<file path="config.mk">
export PLATFORM = sky130hd
export DESIGN_NAME = pattern_matcher_n
export DESIGN_NICKNAME = d
export VERILOG_FILES = /design/src/rtl/pattern_matcher_n.sv
export SDC_FILE = /design/constraint.sdc
export NUM_CORES = 2
export LEC_CHECK = 0
export CAP_MARGIN = 0
export CORE_UTILIZATION = 30
export DETAILED_ROUTE_END_ITERATION = 10
export PLACE_DENSITY = 0.54
export RECOVER_POWER = 25
export SYNTH_ARGS = -nofsm -noshare
export SYNTH_HDL_FRONTEND = slang
export SYNTH_SLANG_ARGS = --single-unit
</file>
<file path="constraint.sdc">
create_clock -name clk -period 10.65 [get_ports clk]
set_clock_uncertainty 0.2 [all_clocks]
set_input_delay 1.5975 -clock clk [delete_from_list [all_inputs] [get_ports clk]]
set_output_delay 1.5975 -clock clk [all_outputs]
set_load 0.01 [all_outputs]
</file>
<file path="src/rtl/pattern_matcher_n.sv">
// Serial pattern detector: SIPO program/mask/window registers, a tolerance compare,
// an arming FSM that demands a full fresh window after reload, and a saturating hit counter.
module pattern_matcher_n #(
  parameter int unsigned WIDTH = 512,
  parameter int unsigned TOL   = 0,
  parameter int unsigned CNT_W = 16
) (
  input  logic             clk,
  input  logic             rnot,
  input  logic             prgm_en,
  input  logic             prgm,
  input  logic             mask_en,
  input  logic             mask,
  input  logic             sig_valid,
  input  logic             sig,
  input  logic             clr_hits,
  output logic             armed,
  output logic             match,
  output logic             match_pulse,
  output logic [CNT_W-1:0] hit_count
);

  localparam int unsigned MW = $clog2(WIDTH + 1);
  localparam int unsigned FW = $clog2(WIDTH);

  typedef enum logic [1:0] {StIdle, StLoad, StFill, StArmed} state_e;

  state_e            state_q;
  logic [WIDTH-1:0]  prog_q;
  logic [WIDTH-1:0]  mask_q;
  logic [WIDTH-1:0]  win_q;
  logic [FW-1:0]     fill_q;
  logic              match_q;
  logic              pulse_q;
  logic [CNT_W-1:0]  hit_q;

  logic [WIDTH-1:0]  diff;
  logic [MW-1:0]     mism;
  logic              load;
  logic              match_d;

  assign load = prgm_en | mask_en;
  assign diff = (prog_q ^ win_q) & mask_q;

  always_comb begin
    mism = '0;
    for (int i = 0; i < WIDTH; i++) begin
      mism = mism + MW'(diff[i]);
    end
  end

  // A reload in progress suppresses the match in the same cycle.
  assign match_d = (state_q == StArmed) && (32'(mism) <= TOL) && !load;

  always_ff @(posedge clk or negedge rnot) begin
    if (!rnot) begin
      prog_q  <= '0;
      mask_q  <= '1;
      win_q   <= '0;
      fill_q  <= '0;
      state_q <= StIdle;
      match_q <= 1'b0;
      pulse_q <= 1'b0;
      hit_q   <= '0;
    end else begin
      if (prgm_en)   prog_q <= {prog_q[WIDTH-2:0], prgm};
      if (mask_en)   mask_q <= {mask_q[WIDTH-2:0], mask};
      if (sig_valid) win_q  <= {win_q[WIDTH-2:0], sig};

      match_q <= match_d;
      pulse_q <= match_d & ~match_q;

      if (clr_hits) begin
        hit_q <= '0;
      end else if (pulse_q && (hit_q != '1)) begin
        hit_q <= hit_q + CNT_W'(1);
      end

      if (load) begin
        state_q <= StLoad;
        fill_q  <= '0;
      end else begin
        case (state_q)
          StIdle: state_q <= StIdle;
          StLoad: begin
            state_q <= StFill;
            fill_q  <= '0;
          end
          StFill: begin
            if (sig_valid) begin
              if (fill_q == FW'(WIDTH - 1)) begin
                state_q <= StArmed;
                fill_q  <= '0;
              end else begin
                fill_q <= fill_q + FW'(1);
              end
            end
          end
          StArmed: state_q <= StArmed;
          default: state_q <= StIdle;
        endcase
      end
    end
  end

  assign armed       = (state_q == StArmed);
  assign match       = match_q;
  assign match_pulse = pulse_q;
  assign hit_count   = hit_q;

endmodule

</file>
==> results.tsv <==
stage	metric	value	unit
floorplan	placementRows	187	
clock_tree	postCtsHoldBufs	0	
logic_synthesis	synth_fp_nets	6010	
clock_tree	total_cts_buffers	171	
placed_design	io_buffers	27	
placed_design	dpl_worst_slack	0.5393	ns
route	drt_first_pass_iters	5	
clock_tree	cts.sink_count	1565	
logic_synthesis	most_instantiated_library_cell_after_synthesis	mux2_2	
placed_design	routabilityCongestion	0.8339	
logic_synthesis	synth_edf_count	0	
critical_path	slowest_stage	fa_1	
logic_synthesis	synth-warning-count	0	
critical_path	rrSetupSlack	0.60	ns
pwr	leakage	42.75	nW
logic_synthesis	synth_top_cells_by_area	dfrtp_1 34%, mux2_2 22%, dfstp_2 17%, fa_1 13%, xor2_1 5.8%	
clock_tree	h-tree-depth	4	
critical_path	startpoint_type	register	
route	vias	39699	
logic_synthesis	synthesis.instances	5437	
critical_path	arrival	10.55	ns
layout	flow.area_growth_from_synthesis	12.93	%
clock_tree	clock_latency	0.81	ns
logic_synthesis	netlist.top_cell.by_area	dfrtp_1	
logic_synthesis	synth_async_sr_flop_share	1.000	
sta	fmax	99.53	MHz
sta	setup_tns	0	ns
logic_synthesis	mappedNetlistArea	78500	µm²
grt	total_routing_usage_gr	0.1309	
sta	timing.slew.headroom	-3.907	
clock_tree	clk_path_buf_depth	3	
floorplan	core_region_area	259900	µm²
placed_design	dpl.hpwl	119500	µm
sta	finalHoldViolations	0	
critical_path	path_common_cell	fa_1	
sta	grt_setup_unrepaired	false	
run_status	violations_in_the_final_reports	max-capacitance violations, max-slew violations	
pwr	powerDensity	182.3	nW/µm²
critical_path	critical_path.max_fanout	4	
run_status	result_of_the_run	finished with violations	
layout	antennaDiodeCount	0	
sta	worstMarginPinSlew	7.361	ns
floorplan	io_pins	28	
layout	finish.net_count	6063	
clock_tree	post_cts_resize_count	0	
route	drt_wl_total	168200	µm
floorplan	die_height	513.5	µm
critical_path	worst_setup_path_end_kind	register	
grt	grt_overflow	0	
sta	part_of_the_cycle_the_worst_path_needs	0.9434	
route	via_per_inst	4.346	
logic_synthesis	ys_seq_elements	1565	
run	max_cap_viol_count	5	
layout	post_route_cells_drive_above_1_share	0.4180	
clock_tree	clock_transition_at_the_registers_of_the_reported_paths	0.06	ns
sta	whs	0.3014	ns
sta	fin_crit	10.05	ns
critical_path	cp.required	11.15	ns
layout	fillerInstances	25286	
grt	grt_pass1_wl	269000	µm
grt	initial_antenna_violation_count	0	
pwr	max-vdd-ir-drop	0.0006409	V
sta	setup_slack	0.6024	ns
clock_tree	post-cts-setup-buffer-count	0	
grt	grt_pass1_vias	43866	
logic_synthesis	synth.distinct_cells	48	
critical_path	crit_path_largest_cell_delay	0.65	ns
floorplan	floorplan.initialDensity	0.3020	
logic_synthesis	synth_flop_cell	dfrtp_1	
sta	setup_viol	0	
clock_tree	cts_tree	built	
clock_tree	clock_tree.root_cell	clkbuf_16	
route	dr.first_iter.drc_count	1859	
floorplan	die_footprint	263700	µm²
floorplan	die_width	513.5	µm
route	final_antenna_net_count	0	
logic_synthesis	synthesis.area_per_instance	14.44	µm²
grt	grt_start_max_net_pins	162	
logic_synthesis	synth_commonest_cells	1537 x mux2_2, 1053 x dfrtp_1, 516 x xor2_1	
logic_synthesis	yosysTopAreaCellShare	0.3357	
min_path	hold_path_class	reg2reg	
route	detail_route.drc_violations	0	
route	routed_wire_length_per_instance	18.41	µm
pwr	overall_power	16.16	mW
critical_path	critical_path_class	reg2reg	
logic_synthesis	synth.yosys.seq_area_share	0.5070	
sta	final-max-slew-violation-count	491	
[metrics by stage]
step | instances | util | cell area [µm²]
after CTS | 9135 | 0.3412 | 88710
after floorplan | 5437 | - | 78500
after global placement | 8813 | 0.3181 | 82680
after global routing | 9135 | 0.3410 | 88650
final | 9135 | 0.3410 | 88650
after detailed placement | 8813 | 0.3181 | 82680
[final cells by class]
| class | count | area [µm²] | share of cell area |
|---|---|---|---|
| inverters | 417 | 1565 | 0.01766 |
| flip-flops and latches | 1565 | 39800 | 0.4490 |
| multi-input cells | 3281 | 36270 | 0.4092 |
| clock buffers | 266 | 5162 | 0.05823 |
| well taps | 3496 | 4374 | 0.04934 |
| repair buffers | 54 | 614.3 | 0.006930 |
| clock inverters | 56 | 859.6 | 0.009696 |
[placed cells by master (no fill, tap or decap), drive strengths merged, types with 26 or more instances in the layout]
master,netlist,layout
clkbuf,8,270
nor2,26,26
fa,495,495
buf,166,26
xor2,516,516
and2,319,319
dfstp,512,512
dfrtp,1053,1053
clkinv,0,30
nand2,206,206
ha,69,69
inv,417,422
mux2,1537,1537
[worst max-delay path, delay by kind of cell, from the launching register on]
kind	cells	cell delay (ns)
adders and majority gates	15	7.62
buffers and inverters	8	0.46
AOI/OAI and AO/OA	2	0.46
and+or+nand+nor	3	0.45
DFF	1	0.40
xor gates and xnor gates	2	0.34
[where the power goes]
part	total, mW	switching [mW]	internal, mW
sequential	6.26	0.119	6.14
clock	6.29	2.53	3.76
combinational	3.61	2.00	1.60
total	16.2	4.65	11.5
[flip-flops by register name (all words and copies together), names as in the netlist]
signal       count
mask_q         512
prog_q         512
win_q          512
hit_count       16
fill_q           9
state_q          2
match            1
match_pulse      1
[routing by layer]
layer / GRT usage / up-vias / routed length, µm
met4: 0.02711 / 0 / 2809
met5: 0 / - / 0
met3: 0.02148 / 209 / 4776
met1: 0.1902 / 21099 / 82900
met2: 0.2044 / 321 / 77700
li1: - / 18070 / -
[cells by family (layout without fill, tap and decap cells)]
family | count (synthesis) | in the layout | share of synthesized area
XOR/XNOR | 523 | 523 | 0.05835
AO/OA/AOI/OAI | 54 | 54 | 0.004830
multiplexers | 1538 | 1538 | 0.2206
adder cells (fa/ha/maj) | 564 | 564 | 0.1372
buffers and inverters | 591 | 793 | 0.03089
AND/OR/NAND/NOR | 602 | 602 | 0.04104
flip-flops | 1565 | 1565 | 0.5070
[path summary, 6_finish.rpt]
check,from,to,depth (start not counted)
hold reg to reg,fill_q[3]$_DFFE_PN0P_,fill_q[3]$_DFFE_PN0P_,1
setup / recovery,win_q[405]$_DFFE_PN0P_,match_pulse$_DFF_PN0_,30
setup reg to reg,win_q[405]$_DFFE_PN0P_,match_pulse$_DFF_PN0_,30
max in group asynchronous,rnot,prog_q[47]$_DFFE_PN0P_,2
min in group asynchronous,rnot,fill_q[5]$_DFFE_PN0P_,1
hold / removal,fill_q[3]$_DFFE_PN0P_,fill_q[3]$_DFFE_PN0P_,1
(Power assumes the default switching activity.)
